**src/rtl/aipp_token_pkg.sv**
```systemverilog
// aipp_token_pkg: temporal token layout, issuer FSM states and sequence helpers shared by issuer and dispatcher
package aipp_token_pkg;

    localparam int TS_LSB    = 64;
    localparam int SEQ_LSB   = 32;
    localparam int GPU_LSB   = 24;
    localparam int UNITS_LSB = 16;
    localparam int EXP_LSB   = 0;

    localparam int TS_W    = 64;
    localparam int SEQ_W   = 32;
    localparam int GPU_W   = 8;
    localparam int UFLD_W  = 8;
    localparam int EXP_W   = 16;

    localparam logic [SEQ_W-1:0] SEQ_INIT = 32'h1;

    typedef enum logic [2:0] {
        IDLE,
        CHECK,
        ISSUE,
        DENY,
        GAP
    } state_e;

    // Sequence skips zero on wrap so the low token half is never all-zero
    function automatic logic [SEQ_W-1:0] seq_next(input logic [SEQ_W-1:0] s);
        return (s == '1) ? SEQ_INIT : s + 32'd1;
    endfunction

endpackage

```
**src/rtl/aipp_budget_accumulator.sv**
```systemverilog
// aipp_budget_accumulator: committed power-unit ledger with saturating add/release and admit compare
module aipp_budget_accumulator #(
    parameter int UNITS_W  = 8,
    parameter int BUDGET_W = 16
) (
    input  logic                clk,
    input  logic                rst,
    input  logic                add_valid,
    input  logic [UNITS_W-1:0]  add_units,
    input  logic                rel_valid,
    input  logic [UNITS_W-1:0]  rel_units,
    input  logic [UNITS_W-1:0]  chk_units,
    input  logic [BUDGET_W-1:0] budget_limit,
    output logic [BUDGET_W-1:0] committed,
    output logic                admit
);

    localparam int SW = BUDGET_W + 1;

    logic [BUDGET_W-1:0] committed_q, committed_d;
    logic [SW-1:0]       plus, minus;

    // Apply grant and release together at one extra bit, clamping underflow to zero
    always_comb begin
        plus        = {1'b0, committed_q} + (add_valid ? SW'(add_units) : '0);
        minus       = rel_valid ? SW'(rel_units) : '0;
        committed_d = (plus > minus) ? BUDGET_W'(plus - minus) : '0;
        admit       = (chk_units != '0) && (({1'b0, committed_q} + SW'(chk_units)) <= {1'b0, budget_limit});
    end

    // Ledger register
    always_ff @(posedge clk) begin
        committed_q <= rst ? '0 : committed_d;
    end

    assign committed = committed_q;

endmodule

```
**src/rtl/aipp_temporal_token_issuer.sv**
```systemverilog
// aipp_temporal_token_issuer: admits GPU compute requests against a power budget and issues ramp-spaced temporal tokens
module aipp_temporal_token_issuer
    import aipp_token_pkg::*;
#(
    parameter int LEASE_CYCLES = 1024,
    parameter int RAMP_GAP     = 16,
    parameter int UNITS_W      = 8,
    parameter int BUDGET_W     = 16
) (
    input  logic                clk,
    input  logic                rst,
    input  logic                req_valid,
    output logic                req_ready,
    input  logic [7:0]          req_gpu_id,
    input  logic [UNITS_W-1:0]  req_units,
    input  logic [BUDGET_W-1:0] budget_limit,
    input  logic                rel_valid,
    input  logic [UNITS_W-1:0]  rel_units,
    output logic                tok_valid,
    input  logic                tok_ready,
    output logic [127:0]        tok_data,
    output logic                deny_pulse,
    output logic [BUDGET_W-1:0] committed
);

    state_e              state_q, state_d;
    logic [TS_W-1:0]     ts_q, ts_d;
    logic [SEQ_W-1:0]    seq_q, seq_d;
    logic [15:0]         gap_q, gap_d;
    logic [GPU_W-1:0]    gpu_q, gpu_d;
    logic [UNITS_W-1:0]  units_q, units_d;
    logic [127:0]        tok_q, tok_d;
    logic                ready_q, ready_d;
    logic                accept;
    logic                admit;

    aipp_budget_accumulator #(
        .UNITS_W  (UNITS_W),
        .BUDGET_W (BUDGET_W)
    ) u_acc (
        .clk          (clk),
        .rst          (rst),
        .add_valid    (accept),
        .add_units    (units_q),
        .rel_valid    (rel_valid),
        .rel_units    (rel_units),
        .chk_units    (units_q),
        .budget_limit (budget_limit),
        .committed    (committed),
        .admit        (admit)
    );

    // Request/grant FSM; token is frozen on ISSUE entry and the gap counter spans the ramp window
    always_comb begin
        state_d = state_q;
        ts_d    = ts_q + 64'd1;
        seq_d   = seq_q;
        gap_d   = gap_q;
        gpu_d   = gpu_q;
        units_d = units_q;
        tok_d   = tok_q;
        accept  = 1'b0;
        case (state_q)
            IDLE: begin
                if (req_valid && ready_q) begin
                    gpu_d   = req_gpu_id;
                    units_d = req_units;
                    state_d = CHECK;
                end
            end
            CHECK: begin
                state_d = admit ? ISSUE : DENY;
                if (admit) begin
                    tok_d[TS_LSB +: TS_W]       = ts_q;
                    tok_d[SEQ_LSB +: SEQ_W]     = seq_q;
                    tok_d[GPU_LSB +: GPU_W]     = gpu_q;
                    tok_d[UNITS_LSB +: UFLD_W]  = UFLD_W'(units_q);
                    tok_d[EXP_LSB +: EXP_W]     = ts_q[EXP_W-1:0] + EXP_W'(LEASE_CYCLES);
                end
            end
            ISSUE: begin
                if (tok_ready) begin
                    accept  = 1'b1;
                    seq_d   = seq_next(seq_q);
                    gap_d   = 16'(RAMP_GAP - 1);
                    state_d = GAP;
                end
            end
            DENY: state_d = IDLE;
            GAP: begin
                state_d = (gap_q == '0) ? IDLE : GAP;
                gap_d   = (gap_q == '0) ? gap_q : gap_q - 16'd1;
            end
            default: state_d = IDLE;
        endcase
        ready_d = (state_d == IDLE);
    end

    // State registers with synchronous reset
    always_ff @(posedge clk) begin
        if (rst) begin
            state_q <= IDLE;
            ts_q    <= '0;
            seq_q   <= SEQ_INIT;
            gap_q   <= '0;
            gpu_q   <= '0;
            units_q <= '0;
            tok_q   <= '0;
            ready_q <= 1'b0;
        end else begin
            state_q <= state_d;
            ts_q    <= ts_d;
            seq_q   <= seq_d;
            gap_q   <= gap_d;
            gpu_q   <= gpu_d;
            units_q <= units_d;
            tok_q   <= tok_d;
            ready_q <= ready_d;
        end
    end

    assign req_ready  = ready_q;
    assign tok_valid  = (state_q == ISSUE);
    assign tok_data   = tok_q;
    assign deny_pulse = (state_q == DENY);

endmodule

```
**config.mk**
```make
export PLATFORM = sky130hd
export DESIGN_NAME = aipp_temporal_token_issuer
export DESIGN_NICKNAME = d
export VERILOG_FILES = /design/src/rtl/aipp_token_pkg.sv /design/src/rtl/aipp_budget_accumulator.sv /design/src/rtl/aipp_temporal_token_issuer.sv
export SDC_FILE = /design/constraint.sdc
export NUM_CORES = 1
export LEC_CHECK = 0
export ABC_CLOCK_PERIOD_IN_PS = 8200
export CORE_MARGIN = 1.5
export CORE_UTILIZATION = 49
export CTS_CLUSTER_DIAMETER = 50
export DETAILED_ROUTE_END_ITERATION = 7
export PLACE_DENSITY = 0.73
export SETUP_SLACK_MARGIN = 0.15
export SYNTH_ARGS = -nofsm -noshare
export SYNTH_HDL_FRONTEND = slang
export SYNTH_SLANG_ARGS = --single-unit
export TNS_END_PERCENT = 50
```
**constraint.sdc**
```tcl
create_clock -name clk -period 8.2 [get_ports clk]
set_input_delay 1.64 -clock clk [delete_from_list [all_inputs] [get_ports clk]]
set_output_delay 1.64 -clock clk [all_outputs]
set_load 0.05 [all_outputs]
```
==> key figures <==
Run status
  • Outcome: complete, no violations

STA
  • Final Setup Violations: 0
  • Setup TNS: 0 ns
  • Unrepaired setup endpoints after global routing: false
  • Hold slack: 0.460 ns
  • Final Critical Period: 6.02 ns
  • Fmax: 166 MHz
  • Max transition margin: 22.6%
  • Clock skew: 0.0115 ns
  • Slew Limit Fails: 0
  • Fin crit share: roughly 73%
  • Slew @ Worst Pin: approximately 1.2 ns
  • Hold Violations, Final: 0

Setup path
  • Critical Path Fanout Max: 16
  • Crit path kind: in -> reg
  • CP required: 8.60 ns
  • Startpoint Class: primary input
  • CP endpoint kind: flop
  • Arrival @ worst endpoint: 6.41 ns
  • R2r setup slk: 3.02 ns

Layout
  • Utilization after layout: roughly 62%
  • P&R area growth vs syn: 23.6%
  • Multi-input logic area: 6820 um^2
  • Diodes inserted: 0
  • Register area: roughly 5300 um^2
  • Filler Cell Count: between 2,000 and 2,500
  • Non-Filler Instances: 2,048
  • Share of post-route cells with drive strength above 1: between 5 and 6%
  • Layout Nets: 1,787

GRT
  • First-pass GRT wire length: 53.3 mm
  • Grt ovf: 0
  • Number of global-route vias before repair: 10,750
  • Largest net degree at the start of global routing: 119
  • Total global-route track usage: a little under a quarter
  • Initial antenna violation count: 0

Die
  • Core Region: approximately 25,000 um^2
  • IO Count: 192
  • Die area: approximately 27,000 um^2
  • Rows: between 50 and 60
  • Chip Height: about 160 um
  • Chip Width: 165 um
  • Initial Utilization: 50.4%

Logic synthesis
  • Ys Warns: 0
  • Async SR Flop Fraction: 0%
  • Mapped Area: about 13,000 um^2
  • Unique cell type count in the Yosys netlist: 68
  • Mapped Cells: 1,579
  • Commonest cells post-synth: dfxtp_1 (266), a21oi_1 (178), nand3_1 (158)
  • Post-synth top flop: dfxtp_1
  • Sequential share of the synthesized area: 41.6%
  • Top cell type by total area after synthesis: dfxtp_1
  • Mean Syn Cell Area: approximately 8.1 um^2
  • Seq cells post-synth: around 270
  • Synth area leaders: dfxtp_1 (42%), a21oi_1 (7.0%), nand3_1 (6.2%), o21ai_0 (5.7%), xnor2_1 (4.5%)
  • Post-synth EDFFs: 0
  • Count leader, synth: dfxtp_1
  • Synthesized net count: ~1,700
  • Area share of the largest cell type after synthesis: 41.6%

Placement
  • Port bufs: 191
  • Placer Congestion: 0.900
  • Post-placement cell count: 1,994
  • HPWL after DPL: between 20 and 25 mm

CTS
  • Clock tree buffer depth: 3
  • Worst skew pair latency: 0.56 ns
  • Setup Buffers After CTS: 0
  • Hold buffers post-CTS: 0
  • Num CTS Buffers: 29
  • Clock slew at reported path FFs: 0.06 ns
  • CTS tree: built
  • Clk root buf: clkbuf_16
  • Total number of H-tree levels: 1
  • Sink Count: between 200 and 300
  • PostCTS Resize Cnt: 0

Power
  • Max VDD drop: 0.268 mV
  • Design Power: between 3000 and 4000 uW
  • Pwr/cell area: ~230 nW/um^2
  • Leak pwr: 0.00551 uW

Run
  • Max-cap violations: 0

Routing
  • DR WL/cell: about 16 um
  • Vias/cell: 5.63
  • Number of remaining DRC errors: 0
  • Final ANT Viol Nets: 0
  • Total number of vias: between 10,000 and 15,000
  • Initial DRC count: 893
  • Drt first pass iters: 5
  • Total wire length: 32.5 mm

Hold path
  • Hold WC Path Type: reg -> reg
[critical path, stage by stage]
cell and delay, ns:
clkdlybuf4s50_1 0.63, nand4bb_1 0.57, nor2_1 0.35, inv_1 0.10
fa_1 0.52, inv_1 0.07, ha_1 0.31, nor2b_1 0.15
o31a_1 0.28, o31ai_1 0.37, a21oi_1 0.17, o32a_1 0.23
o41ai_4 0.85, nor3_1 0.15
[cells by family after synthesis]
family                     Yosys count  synth area share [%]
adders and majority gates           47                  4.77
xor gates and xnor gates           123                  8.42
muxes                                1                0.0782
and+or+nand+nor                    590                  22.9
buffers and inverters              169                  5.36
DFF                                266                  41.6
AOI/OAI and AO/OA                  383                  16.8
[flip-flops by register name, indices dropped and copies added, names as in the netlist]
signal,flops
u_acc.committed,16
gpu_q,8
ts_q,64
gap_q,16
units_q,8
seq_q,32
tok_data,118
state_q,3
req_ready,1
[layout make-up]
cell class,count,area share (%)
timing repair buffer,198,12.5
tap,330,2.61
inverter,56,1.33
sequential,266,33.7
clock inverter,18,1.60
clock buffer,36,5.14
multi-input combinational,1144,43.1
[cells in the final DEF, fill, tap and decap left out, types with 6 or more instances in the layout]
master and count:
a21o_1 8, o21ai_0 146, xor2_1 57, or3_1 25, clkinvlp_4 6, nand4_1 29, buf_4 6, and4_1 12
and2_1 8, nor2b_1 6, dfxtp_1 266, inv_1 56, clkbuf_16 29, nand3_1 158, nand2b_1 11, nor2_1 148
and3_1 18, ha_1 44, o21a_1 8, clkdlybuf4s50_1 190, nor4_1 12, a211oi_1 12, xnor2_1 66, nor3_1 33
a21oi_1 177, clkbuf_8 6, nand2_1 99
[path summary, 6_finish.rpt]
check                                 from                   to  cells past startpoint
worst min register to register    gpu_q[1]             gpu_q[1]                      2
worst min-delay path              gpu_q[1]             gpu_q[1]                      2
worst max register to register  units_q[0]         tok_data[10]                     18
worst max-delay path             tok_ready  u_acc.committed[13]                     14
[layer usage]
layer / vias up / share of wire [%] / track usage [%]
met5: - / 0 / 0
met4: 0 / 1.9 / 5.65
met3: 49 / 6.2 / 4.24
met2: 286 / 46 / 39.4
met1: 5429 / 46 / 31.6
li1: 5757 / - / -
[through the flow]
step / setup slack, ns / area (um^2)
3_3_place_gp: 1.84 / 14700
5_1_grt: 1.75 / 15800
3_5_place_dp: 1.63 / 14700
6_report: 2.18 / 15800
2_1_floorplan: 3.10 / 12800
4_1_cts: 2.20 / 15800
[power breakdown]
part	internal [uW]	switching [uW]	total (uW)
Clock	865	547	1410
Combinational	309	577	886
Sequential	1340	72.5	1410
Power figures use the tool's default switching activity.
==> edit 1, RTL diff (config.mk and constraints unchanged) <==
`ts_q` no longer has a reset.
--- a/src/rtl/aipp_temporal_token_issuer.sv
+++ b/src/rtl/aipp_temporal_token_issuer.sv
@@ -100,7 +100,6 @@
     always_ff @(posedge clk) begin
         if (rst) begin
             state_q <= IDLE;
-            ts_q    <= '0;
             seq_q   <= SEQ_INIT;
             gap_q   <= '0;
             gpu_q   <= '0;
@@ -109,7 +108,6 @@
             ready_q <= 1'b0;
         end else begin
             state_q <= state_d;
-            ts_q    <= ts_d;
             seq_q   <= seq_d;
             gap_q   <= gap_d;
             gpu_q   <= gpu_d;
@@ -119,6 +117,10 @@
         end
     end
 
+    always_ff @(posedge clk) begin
+        ts_q <= ts_d;
+    end
+
     assign req_ready  = ready_q;
     assign tok_valid  = (state_q == ISSUE);
     assign tok_data   = tok_q;
Check against the original RTL: not equivalent (Yosys sat finds a counterexample within 4 cycles, from zero or initial values and one cycle with rst high).
==> edit 1 against the original RTL <==
Worst setup slack improved by 0.39 ns; the run now ends with DRC left; cell area grew 0.70%; critical endpoint is now u_acc.committed[2]; routed wire length rose by 4.8%; critical path depth increased by 3; non-clock buffer count grew 2; sequential power about the same; count of clock-buffer cells in the layout up 6; power is 2.8% lower; cell count is 3.4% lower; die area grew 2.0%; synthesized area is 2.0% higher; sequential cell count stayed put.
==> edit 1: results <==
[outcome]
outcome = complete, but fails checks
violations = DRC

[synth]
synth_nets = 1604
yosys-top-cells-area = dfxtp_1 (41%), o31ai_1 (6.5%), nand4_1 (6.3%)
synth-edff-count = 0
synthFlopType = dfxtp_1
synth_cell_types = 70
netlist_top_cells_count = dfxtp_1 (266), a21oi_1 (151), nand4_1 (132)
async_flop_share_pct = 0
netlist.area_leader.share_pct = 40.79
synth_warnings = 0
ys_ff_latch = 266
yosysSeqAreaShare_pct = 40.79

[route]
highest_layer = met4
wl_met2_um = 15890
wl_met3_um = 1971
wl_met1_um = 15510
firstDrtPassIters = 8
drc = 15
routed_wl_um = 34090
first_iter_violations = 935
via_per_inst = 5.851

[setup_path]
slowest_delay_ns = 0.59
worstPathMaxFanout = 15
slowest_stage = o31ai_4
arrival_ns = 6.04

[global_route]
grt_max_degree = 90
grt_pass1_vias = 11180
grt_usage_pct = 24.20
antenna_found_initial = 0
grt_first_pass_wirelength_um = 56480

[finish]
largest_reg_flops = 118
layout-drive-gt1-share_pct = 5.417
seq_area_mm2 = 0.005325
nNonClkInverters = 55
final_nets = 1712
multi_input_area_share_pct = 43.93
antenna_cells = 0
clk_share_pct = 6.279
fill_cells = 2275
nClkBuffers = 42
final-nonclk-buf-share_pct = 12.42
num-multi-input-gates = 1068
nNonClkBuffers = 200

[pwr]
ir_drop_mv = 0.1781
p_leak_uw = 0.005680

[clocking]
post_cts_resized = 0
post_cts.repair.setup_buffers = 0
htree_levels = 1
clk_pin_slew_ns = 0.06
cts_made_buffers = 29
cts_root_buf = clkbuf_16
insertion_delay_ns = 0.56

[min_path]
hp-class = reg2reg

[timing]
maxSlewHeadroom_pct = 28.57
fin_skew_ns = 0.01096

[place]
hpwlAfterDp_um = 22710
post-place-ws_ns = 2.058
gp_congestion = 0.8453
==> edit 1: cell count changes after synthesis, sizes merged, moves of 20 or more <==
cell and change:
clkbuf -40, buf +50, a21oi -27, nor2 -35, nand3 -110, or3 -22, o31ai +112, nand4 +103
o21ai -127, xnor2 +20
==> edit 1: stage by stage <==
step                util, %  area [µm²]  std cells
global placement      57.10       14920       1924
global route          60.93       15920       1978
detailed placement    57.10       14920       1924
finish                60.93       15920       1978
floorplan                 -       13050       1512
CTS                   60.93       15920       1978
==> edit 1: cell families after synthesis <==
family / after synthesis / synth area share (%)
AOI/OAI and AO/OA: 350 / 17.54
and+or+nand+nor: 525 / 21.10
xor gates and xnor gates: 142 / 9.527
adders and majority gates: 47 / 4.677
DFF: 266 / 40.79
buffers and inverters: 178 / 6.039
muxes: 4 / 0.3259
==> edit 1: power by group <==
part | leakage, µW | total, µW | switching (µW) | internal (µW)
registers | 0.00215 | 1410 | 74.8 | 1340
logic | 0.00303 | 862 | 557 | 305
clock network | 0.000504 | 1330 | 547 | 785
total | 0.00568 | 3610 | 1180 | 2430
==> edit 1: final timing paths <==
kind	cells after the start	startpoint	slack (ns)	end
max	17	tok_ready	2.58	u_acc.committed[2]
min reg2reg	1	ts_q[0]	0.42	ts_q[0]
max reg2reg	18	units_q[0]	2.70	tok_data[80]
min	1	ts_q[0]	0.42	ts_q[0]
==> edit 1: critical path: cells and delay by family <==
kind / cells / cell delay, ns
adders and majority gates: 3 / 0.99
and+or+nand+nor: 5 / 1.17
xor gates and xnor gates: 1 / 0.13
buffers and inverters: 2 / 0.56
AOI/OAI and AO/OA: 6 / 1.52
==> edit 1: per-layer routing <==
metal	track usage [%]	vias up
li1	-	5651
met4	6.680	0
met3	2.979	50
met2	40.71	361
met1	32.79	5512
met5	0	-
==> edit 2, RTL diff (config.mk and constraints unchanged) <==
Without the edit above. Change the package constant `UNITS_LSB` from 16 to 17.
--- a/src/rtl/aipp_token_pkg.sv
+++ b/src/rtl/aipp_token_pkg.sv
@@ -4,7 +4,7 @@
     localparam int TS_LSB    = 64;
     localparam int SEQ_LSB   = 32;
     localparam int GPU_LSB   = 24;
-    localparam int UNITS_LSB = 16;
+    localparam int UNITS_LSB = 17;
     localparam int EXP_LSB   = 0;
 
     localparam int TS_W    = 64;
Function: changed (a bounded check fails within 4 cycles, from zero or initial values and one cycle with rst high).
==> edit 2 against the original RTL <==
Sequential power hardly changed; clock skew is 0.0081 ns higher; synthesized area is 3.3% higher; cell area is 2.6% higher; combinational power is 22% higher; sequential cell count is 2 lower; via count is 5.0% higher; synthesized cell count is 1.0% higher; worst setup slack better by 0.52 ns; count of clock-buffer cells in the layout is 5 higher; power is 8.5% higher; routed wire length is 5.9% higher; critical endpoint is now tok_data[12].
==> edit 2: results <==
[outcome]
outcome = finished, final reports clean

[route]
wl_met2_um = 16050
first_iter_violations = 813
wl_met3_um = 1833
routed_wl_um = 34460
via_per_inst = 5.903

[setup_path]
slowest_stage = o22a_4
arrival_ns = 5.95
slowest_delay_ns = 0.81
path_class = reg2reg
r2r_end = tok_data[12]
endpoint = tok_data[12]
r2r_slack_ns = 2.70
worstPathMaxFanout = 79

[global_route]
antenna_found_initial = 0
grt_first_pass_wirelength_um = 56140
use_met1_pct = 32.09
grt_util_met3_pct = 3.427
met2_usage_pct = 39.33
grt_pass1_vias = 11060
grt_usage_pct = 23.69
grt_max_degree = 88

[pwr]
clock_power_uw = 1530
p_leak_uw = 0.005595
ir_drop_mv = 0.1576
p_int_uw = 2663
seq_power_share_pct = 35.0

[place]
io_buffers = 189
hpwlAfterDp_um = 22490
gp_congestion = 0.8503

[finish]
largest_reg_flops = 117
final_nets = 1782
fill_cells = 2288
layout-drive-gt1-share_pct = 4.901

[synth]
netlist_top_cells_count = dfxtp_1 (264), a21oi_1 (160), nor2_1 (159)
synth_fa_ha_area_share_pct = 4.621
synth_compound_area_share_pct = 18.05
synth-xor-area-share_pct = 8.351
synth_cell_types = 67
yosysSeqAreaShare_pct = 40.00
yosys-top-cells-area = dfxtp_1 (40%), nand4_1 (6.5%), o31ai_1 (6.5%)
synth_nets = 1687
synthMuxAreaShare_pct = 0.1610

[timing]
maxSlewHeadroom_pct = 24.72

[clocking]
clk_pin_slew_ns = 0.06
cts_made_buffers = 31

[min_path]
whs_endpoint = gpu_q[5]
hp-start = gpu_q[5]
## edit 2: cell count changes after synthesis, moves of 11 or more
cell and delta:
o21ai_0 -117, buf_2 +16, o31ai_1 +112, nand4_1 +108
nand3_1 -109, or3_1 -12, a21oi_1 -18, nor2_1 +11
## edit 2: area by class of cell
type | count | share of cell area [%]
clock buffer | 41 | 5.259
clock inverter | 16 | 1.827
inverter | 54 | 1.249
multi-input combinational | 1139 | 44.34
sequential | 264 | 32.57
tap | 335 | 2.583
timing repair buffer | 200 | 12.18
## edit 2: through the flow
stage / cell area [µm²] / setup slack, ns / std cells / total power [µW]
2_1_floorplan: 13210 / 3.374 / 1595 / 2244
3_3_place_gp: 15080 / 2.319 / 1992 / 2484
3_5_place_dp: 15080 / 2.251 / 1992 / 2504
4_1_cts: 16230 / 2.752 / 2049 / 4036
5_1_grt: 16230 / 2.349 / 2049 / 4199
6_report: 16230 / 2.699 / 2049 / 4025
